==> config.mk <==
export PLATFORM = sky130hd
export DESIGN_NAME = avl_mm_slave_sample_fifo
export DESIGN_NICKNAME = d
export VERILOG_FILES = /design/src/rtl/avl_sample_fifo_pkg.sv /design/src/rtl/sample_fifo_sync.sv /design/src/rtl/avl_mm_slave_sample_fifo.sv
export SDC_FILE = /design/constraint.sdc
export NUM_CORES = 2
export LEC_CHECK = 0
export BUFFER_PORTS_ARGS = -buffer_cell sky130_fd_sc_hd__buf_2
export CORE_MARGIN = 2
export CORE_UTILIZATION = 62
export DETAILED_ROUTE_END_ITERATION = 10
export PLACE_DENSITY = 0.79
export SLEW_MARGIN = 0
export SYNTH_ARGS = -nofsm -noshare
export SYNTH_HDL_FRONTEND = slang
export SYNTH_SLANG_ARGS = --single-unit
==> constraint.sdc <==
create_clock -name clk -period 5.7 [get_ports clk]
set_clock_uncertainty 0.1 [all_clocks]
set_input_delay 1.14 -clock clk [delete_from_list [all_inputs] [get_ports clk]]
set_output_delay 1.14 -clock clk [all_outputs]
set_load 0.005 [all_outputs]
==> src/rtl/avl_sample_fifo_pkg.sv <==
// Shared definitions for the Avalon-MM audio sample FIFO slave:
// register word offsets, CONTROL/STATUS bit positions and the read FSM state type.
package avl_sample_fifo_pkg;

    localparam logic [1:0] ADDR_DATA   = 2'd0;
    localparam logic [1:0] ADDR_STATUS = 2'd1;
    localparam logic [1:0] ADDR_CTRL   = 2'd2;
    localparam logic [1:0] ADDR_THRESH = 2'd3;

    // CONTROL keeps only its three stored bits; CLEAR is a write-only strobe.
    localparam int CTRL_W      = 3;
    localparam int CTRL_ENABLE = 0;
    localparam int CTRL_BLOCK  = 1;
    localparam int CTRL_IRQ_EN = 2;
    localparam int CTRL_CLEAR  = 31;

    localparam int ST_EMPTY = 16;
    localparam int ST_FULL  = 17;
    localparam int ST_OVF   = 18;
    localparam int ST_IRQ   = 19;

    typedef enum logic {
        RD_IDLE = 1'b0,
        RD_ACK  = 1'b1
    } rd_state_t;

endpackage

==> src/rtl/sample_fifo_sync.sv <==
// Single-clock show-ahead FIFO of 32-bit words.
// Ports:
//   clk, reset      - clock, synchronous active-low reset
//   push/push_data  - enqueue one word (ignored when full)
//   pop             - dequeue the head word (ignored when empty)
//   flush           - empty the FIFO; overrides push and pop in the same cycle
//   head_data       - current head word (valid while !empty)
//   level           - number of stored words, 0..DEPTH
//   full, empty     - decoded from the registered level
module sample_fifo_sync #(
    parameter  int DEPTH = 64,
    localparam int AW    = $clog2(DEPTH),
    localparam int LVL_W = AW + 1
) (
    input  logic             clk,
    input  logic             reset,
    input  logic             push,
    input  logic [31:0]      push_data,
    input  logic             pop,
    input  logic             flush,
    output logic [31:0]      head_data,
    output logic [LVL_W-1:0] level,
    output logic             full,
    output logic             empty
);

    logic [31:0]      mem_q [DEPTH];
    logic [AW-1:0]    wr_ptr_q, wr_ptr_d;
    logic [AW-1:0]    rd_ptr_q, rd_ptr_d;
    logic [LVL_W-1:0] level_q, level_d;
    logic             do_push, do_pop;

    assign full      = (level_q == LVL_W'(DEPTH));
    assign empty     = (level_q == '0);
    assign level     = level_q;
    assign head_data = mem_q[rd_ptr_q];

    assign do_push = push && !full && !flush;
    assign do_pop  = pop && !empty && !flush;

    always_comb begin
        wr_ptr_d = wr_ptr_q;
        rd_ptr_d = rd_ptr_q;
        level_d  = level_q;
        if (flush) begin
            wr_ptr_d = '0;
            rd_ptr_d = '0;
            level_d  = '0;
        end else begin
            if (do_push) wr_ptr_d = wr_ptr_q + AW'(1);
            if (do_pop)  rd_ptr_d = rd_ptr_q + AW'(1);
            // Push and pop together leave the level unchanged.
            case ({do_push, do_pop})
                2'b10:   level_d = level_q + LVL_W'(1);
                2'b01:   level_d = level_q - LVL_W'(1);
                default: level_d = level_q;
            endcase
        end
    end

    always_ff @(posedge clk) begin
        if (!reset) begin
            wr_ptr_q <= '0;
            rd_ptr_q <= '0;
            level_q  <= '0;
        end else begin
            wr_ptr_q <= wr_ptr_d;
            rd_ptr_q <= rd_ptr_d;
            level_q  <= level_d;
        end
    end

    // Storage carries no reset; only the pointers define what is valid.
    always_ff @(posedge clk) begin
        if (do_push) mem_q[wr_ptr_q] <= push_data;
    end

endmodule

==> src/rtl/avl_mm_slave_sample_fifo.sv <==
// Avalon-MM slave buffering audio samples into a FIFO and streaming them out.
// Ports:
//   clk, reset                    - clock, synchronous active-low reset
//   avs_address/read/write/...    - Avalon-MM slave: 0 DATA, 1 STATUS, 2 CONTROL, 3 THRESHOLD
//   avs_readdata, avs_waitrequest - read data (2-cycle latency) and stall
//   irq                           - level refill interrupt (registered)
//   st_data/st_valid/st_ready     - show-ahead sample stream toward the audio path
//
// Read FSM:
//   state   | meaning
//   RD_IDLE | no read in flight; a read stalls one cycle and captures readdata
//   RD_ACK  | readdata valid, waitrequest low; back to RD_IDLE next cycle
module avl_mm_slave_sample_fifo
    import avl_sample_fifo_pkg::*;
#(
    parameter  int DEPTH = 64,
    localparam int LVL_W = $clog2(DEPTH) + 1
) (
    input  logic        clk,
    input  logic        reset,
    input  logic [1:0]  avs_address,
    input  logic        avs_read,
    input  logic        avs_write,
    input  logic [31:0] avs_writedata,
    output logic [31:0] avs_readdata,
    output logic        avs_waitrequest,
    output logic        irq,
    output logic [31:0] st_data,
    output logic        st_valid,
    input  logic        st_ready
);

    logic [CTRL_W-1:0] ctrl_q, ctrl_d;
    logic [LVL_W-1:0]  thresh_q, thresh_d;
    logic              ovf_q, ovf_d;
    logic              irq_q, irq_d;
    logic [31:0]       rdata_q, rdata_d;
    rd_state_t         rd_state_q, rd_state_d;

    logic [LVL_W-1:0]  fifo_level;
    logic              fifo_full, fifo_empty;
    logic              fifo_push, fifo_pop, fifo_flush;

    logic wr_data, wr_status, wr_ctrl, wr_thresh;
    logic wr_blocked, ovf_set, rd_req;
    logic [31:0] status_word, rd_mux;

    assign wr_data   = avs_write && (avs_address == ADDR_DATA);
    assign wr_status = avs_write && (avs_address == ADDR_STATUS);
    assign wr_ctrl   = avs_write && (avs_address == ADDR_CTRL);
    assign wr_thresh = avs_write && (avs_address == ADDR_THRESH);

    // fifo_full comes from the registered level, so a pop in this cycle only
    // releases a blocked write on the following cycle.
    assign wr_blocked = wr_data && fifo_full && ctrl_q[CTRL_BLOCK];
    assign ovf_set    = wr_data && fifo_full && !ctrl_q[CTRL_BLOCK];
    assign fifo_push  = wr_data && !fifo_full;
    assign fifo_flush = wr_ctrl && avs_writedata[CTRL_CLEAR];

    assign st_valid = ctrl_q[CTRL_ENABLE] && !fifo_empty;
    assign fifo_pop = st_valid && st_ready;

    // A read issued together with a write is dropped; the write wins.
    assign rd_req = avs_read && !avs_write && (rd_state_q == RD_IDLE);

    assign avs_waitrequest = wr_blocked || rd_req;
    assign avs_readdata    = rdata_q;
    assign irq             = irq_q;

    sample_fifo_sync #(.DEPTH(DEPTH)) u_fifo (
        .clk       (clk),
        .reset     (reset),
        .push      (fifo_push),
        .push_data (avs_writedata),
        .pop       (fifo_pop),
        .flush     (fifo_flush),
        .head_data (st_data),
        .level     (fifo_level),
        .full      (fifo_full),
        .empty     (fifo_empty)
    );

    always_comb begin
        status_word               = '0;
        status_word[LVL_W-1:0]    = fifo_level;
        status_word[ST_EMPTY]     = fifo_empty;
        status_word[ST_FULL]      = fifo_full;
        status_word[ST_OVF]       = ovf_q;
        status_word[ST_IRQ]       = irq_q;
    end

    always_comb begin
        rd_mux = '0;
        case (avs_address)
            ADDR_STATUS: rd_mux = status_word;
            ADDR_CTRL:   rd_mux = {{(32-CTRL_W){1'b0}}, ctrl_q};
            ADDR_THRESH: rd_mux = {{(32-LVL_W){1'b0}}, thresh_q};
            default:     rd_mux = '0;
        endcase
    end

    always_comb begin
        ctrl_d     = ctrl_q;
        thresh_d   = thresh_q;
        ovf_d      = ovf_q;
        rd_state_d = rd_state_q;
        rdata_d    = rdata_q;
        irq_d      = ctrl_q[CTRL_IRQ_EN] && (fifo_level <= thresh_q);

        if (wr_status && avs_writedata[ST_OVF]) ovf_d = 1'b0;
        if (ovf_set) ovf_d = 1'b1;
        if (wr_ctrl) begin
            ctrl_d = avs_writedata[CTRL_W-1:0];
            if (avs_writedata[CTRL_CLEAR]) ovf_d = 1'b0;
        end
        if (wr_thresh) thresh_d = avs_writedata[LVL_W-1:0];

        case (rd_state_q)
            RD_IDLE: begin
                if (rd_req) begin
                    rd_state_d = RD_ACK;
                    rdata_d    = rd_mux;
                end
            end
            RD_ACK:  rd_state_d = RD_IDLE;
            default: rd_state_d = RD_IDLE;
        endcase
    end

    always_ff @(posedge clk) begin
        if (!reset) begin
            ctrl_q     <= '0;
            thresh_q   <= '0;
            ovf_q      <= 1'b0;
            irq_q      <= 1'b0;
            rdata_q    <= '0;
            rd_state_q <= RD_IDLE;
        end else begin
            ctrl_q     <= ctrl_d;
            thresh_q   <= thresh_d;
            ovf_q      <= ovf_d;
            irq_q      <= irq_d;
            rdata_q    <= rdata_d;
            rd_state_q <= rd_state_d;
        end
    end

endmodule

==> Implementation_results.wiki <==
{| class="wikitable"
! Metric !! Value
|-
| Total negative slack || 0 ps
|-
| Via/cell ratio || 7.29
|-
| Final-stage net count || 3712
|-
| Worst-skew pair later-pin latency || 840 ps
|-
| Count of cell types in the netlist || 57
|-
| Pin count of the biggest net entering global routing || 94
|-
| Number of buffers between clock root and the deepest sink || 3
|-
| Remaining max-slew budget at the tightest pin || 8.96%
|-
| Number of DRC violations after detailed routing || 0
|-
| Design Power || 30200 uW
|-
| Slack of the critical path || 32.9 ps
|-
| Type of the most critical hold path || register to register
|-
| Number of setup buffers added after CTS || 0
|-
| VDD IR-drop max || 288 uV
|-
| Async set or reset register ratio after synthesis || 0%
|-
| Syn avg cell area || 23.7 um^2
|-
| Synthesized flop and latch total || 2097
|-
| Initial cell density of the core || 62.3%
|-
| Cells along the critical path || buf_12, buf_12, mux4_2, mux4_2, nor3_1, a211oi_1, buf_2
|-
| Max Cap Viol || 0
|-
| Most used cells in the layout excluding fill and tap cells || sky130_fd_sc_hd__edfxtp_1, sky130_fd_sc_hd__mux4_2, sky130_fd_sc_hd__clkbuf_16, sky130_fd_sc_hd__buf_4, sky130_fd_sc_hd__buf_2
|-
| Most used flip-flop cell after synthesis || sky130_fd_sc_hd__edfxtp_1
|-
| Number of instances in the synthesized netlist || 3400
|-
| Die footprint || 133000 um^2
|-
| Cell type contributing the most total cell area after synthesis || sky130_fd_sc_hd__edfxtp_1
|-
| Post-DR wirelength/cell || 39.4 um
|-
| Die extent in y || 364 um
|-
| Horizontal die dimension || 364 um
|-
| Family of cells with the greatest summed delay on the critical path || multiplexers
|-
| Cell total after placement || 5209
|-
| Largest stage delay, worst path || 920 ps
|-
| Pwr/cell area || 334 nW/um^2
|-
| Clock buffer count from CTS || 193
|-
| Required time of the worst setup path || 4460 ps
|-
| Cell leakage power || 0.0273 uW
|-
| Share of the cycle needed by the critical path after routing || 99.4%
|-
| Number of standard cells in the final layout excluding fillers || 5578
|-
| Crit Path Max Fanout || 41
|-
| Global-route total usage across every layer || 34.0%
|-
| Slowest stage cell on the critical path || sky130_fd_sc_hd__nor3_1
|-
| First drt pass iteration count || 5
|-
| Minimum setup slack after placement || 859 ps
|-
| Post-DP HPWL || 105000 um
|-
| Level count of the clock H-tree || 4
|-
| Number of flops mapped to enable cells by yosys || 2048
|-
| Initial antenna violation count || 15
|-
| # clock sinks || 2097
|-
| Top cell type's share of synthesized area || 76.4%
|-
| Classification of the worst setup path || register to output port
|-
| Type of origin of the critical path || register
|-
| Critical Path Sink Type || output port
|-
| Worst Max-Slew Pin Slew || 1370 ps
|-
| Share of synthesized area occupied by flip-flops and latches || 77.6%
|-
| Max Freq || 176 MHz
|-
| Fill cell instance count of the final layout || 6836
|-
| Number of top-level pins || 106
|-
| Total congestion overflow || 0
|-
| Critical path buffers and inverters || 3
|-
| Number of vias in the routed layout || 40600
|-
| Pins over their slew limit || 0
|-
| Final number of setup-violating endpoints || 0
|-
| Clock Root Buffer || sky130_fd_sc_hd__clkbuf_16
|-
| Final period demand of the worst path || 5670 ps
|-
| CP arrival || 4430 ps
|-
| Clock-pin slew reported for the worst setup and hold paths after clock tree synthesis || 60 ps
|-
| Syn-to-layout area delta || 12.4%
|-
| Share of layout cells above drive strength 1 || 32.4%
|-
| Number of global-route vias before repair || 40700
|-
| Final antenna-violating net count || 0
|-
| Wire length reported by the detailed router || 220000 um
|-
| Area of the mapped netlist || 80500 um^2
|-
| Number of placement rows || 132
|-
| Initial DRC count || 7343
|-
| Most common library cell in the layout ignoring fill and taps || sky130_fd_sc_hd__edfxtp_1
|-
| First-pass GRT wire length || 311000 um
|-
| Cells taking the most area after synthesis || sky130_fd_sc_hd__edfxtp_1, sky130_fd_sc_hd__mux4_2, sky130_fd_sc_hd__dfxtp_1
|-
| Count of port buffers added during placement || 84
|-
| TritonCTS clock tree || built
|-
| Count of final hold-check violations || 0
|-
| Core footprint || 129000 um^2
|-
| Run status || complete, no violations
|-
| Yosys warning total || 0
|-
| Setup repair after global routing missed its margin || no
|-
| Final RePlAce weighted congestion || 0.882
|}
[sequential cells by signal, indices dropped and copies added, names as in the netlist, named ones only]
signal and count:
avs_readdata 11, u_fifo.level 7, thresh_q 7, rd_state_q 1, u_fifo.wr_ptr_q 6, ctrl_q 3, u_fifo.rd_ptr_q 6, u_fifo.mem_q 2048
irq 1, ovf_q 1
[report_power, final]
part           internal (uW)  switching (uW)  leakage, uW
logic                   80.8             378      0.00549
registers              16900            10.7       0.0188
clock network           7090            5700      0.00301
[worst min-delay path, cell delays in order (launching register included)]
cell and delay (ps):
sky130_fd_sc_hd__dfxtp_1 310, sky130_fd_sc_hd__nand2_1 50, sky130_fd_sc_hd__a21boi_0 60
[layout make-up]
class	instances	area [um^2]	share of cell area, %
Sequential cell	2097	62500	69.1
Multi-Input combinational cell	1108	17500	19.4
Clock buffer	245	5160	5.70
Tap cell	1742	2180	2.41
Timing Repair Buffer	249	2030	2.25
Clock inverter	114	991	1.10
Inverter	13	48.8	0.0539
Antenna cell	10	25.0	0.0277
[synth_stat cells (3+ instances only)]
| master | instances |
|---|---|
| sky130_fd_sc_hd__edfxtp_1 | 2048 |
| sky130_fd_sc_hd__nand2_1 | 59 |
| sky130_fd_sc_hd__mux2_2 | 9 |
| sky130_fd_sc_hd__xor2_1 | 9 |
| sky130_fd_sc_hd__buf_1 | 23 |
| sky130_fd_sc_hd__buf_4 | 31 |
| sky130_fd_sc_hd__buf_2 | 67 |
| sky130_fd_sc_hd__and2_1 | 3 |
| sky130_fd_sc_hd__mux4_2 | 630 |
| sky130_fd_sc_hd__nand3b_1 | 3 |
| sky130_fd_sc_hd__nor2_1 | 104 |
| sky130_fd_sc_hd__buf_6 | 5 |
| sky130_fd_sc_hd__nor3_1 | 9 |
| sky130_fd_sc_hd__clkbuf_1 | 76 |
| sky130_fd_sc_hd__nand2b_1 | 4 |
| sky130_fd_sc_hd__or3_1 | 3 |
| sky130_fd_sc_hd__nand3_1 | 23 |
| sky130_fd_sc_hd__a21boi_0 | 9 |
| sky130_fd_sc_hd__a221oi_1 | 3 |
| sky130_fd_sc_hd__a21oi_1 | 26 |
| sky130_fd_sc_hd__nor3b_1 | 4 |
| sky130_fd_sc_hd__a211oi_1 | 17 |
| sky130_fd_sc_hd__nand4_1 | 3 |
| sky130_fd_sc_hd__xnor2_1 | 3 |
| sky130_fd_sc_hd__o22ai_1 | 5 |
| sky130_fd_sc_hd__and3_1 | 6 |
| sky130_fd_sc_hd__o21ai_0 | 12 |
| sky130_fd_sc_hd__a31oi_1 | 3 |
| sky130_fd_sc_hd__mux2i_1 | 25 |
| sky130_fd_sc_hd__nor2b_1 | 31 |
| sky130_fd_sc_hd__dfxtp_1 | 49 |
| sky130_fd_sc_hd__a22oi_1 | 46 |
| sky130_fd_sc_hd__ha_1 | 11 |
| sky130_fd_sc_hd__inv_1 | 13 |
[stage by stage]
step | util [%] | hold WS, ps | cell area (um^2)
floorplan | - | 338 | 80600
global placement | 65.3 | 350 | 84300
detailed placement | 65.3 | 361 | 84300
CTS | 70.0 | 371 | 90400
global route | 70.0 | 400 | 90500
finish | 70.1 | 368 | 90500
[final timing paths]
path	endpoint	slack [ps]	depth (start not counted)	start
max	st_data[7]	30	7	register
max reg2reg	u_fifo.mem_q[40][15]$_DFFE_PP_	1510	7	u_fifo.level[2]$_SDFFE_PP0P_
min reg2reg	avs_readdata[5]$_SDFFE_PN0P_	370	2	avs_readdata[5]$_SDFFE_PN0P_
min	avs_readdata[5]$_SDFFE_PN0P_	370	2	avs_readdata[5]$_SDFFE_PN0P_
[cells by family after synthesis]
group / after synthesis / synth area share, %
flip-flops: 2097 / 77.6
multiplexers: 664 / 18.1
AND/OR/NAND/NOR: 265 / 1.56
buffers and inverters: 215 / 1.30
AO/OA/AOI/OAI: 135 / 1.15
XOR/XNOR: 12 / 0.131
adder cells (fa/ha/maj): 11 / 0.171
other: 1 / 0.00466
[timing repair]
item,CTS,global route
resized for setup,0,2
hold buffers,0,0
hold endpoints to repair,0,0
endpoints found under the setup margin,0,2
[metal layers]
layer	global-route usage (%)	vias to the layer above	wire length (um)	share of wire, %
met4	15.5	8	11600	5.3
li1	-	15000	-	-
met5	0	-	61	0.028
met1	45.2	21200	72600	33
met2	53.6	3726	107000	49
met3	9.04	676	28400	13
Note: power is estimated with default switching activity, not from simulation.
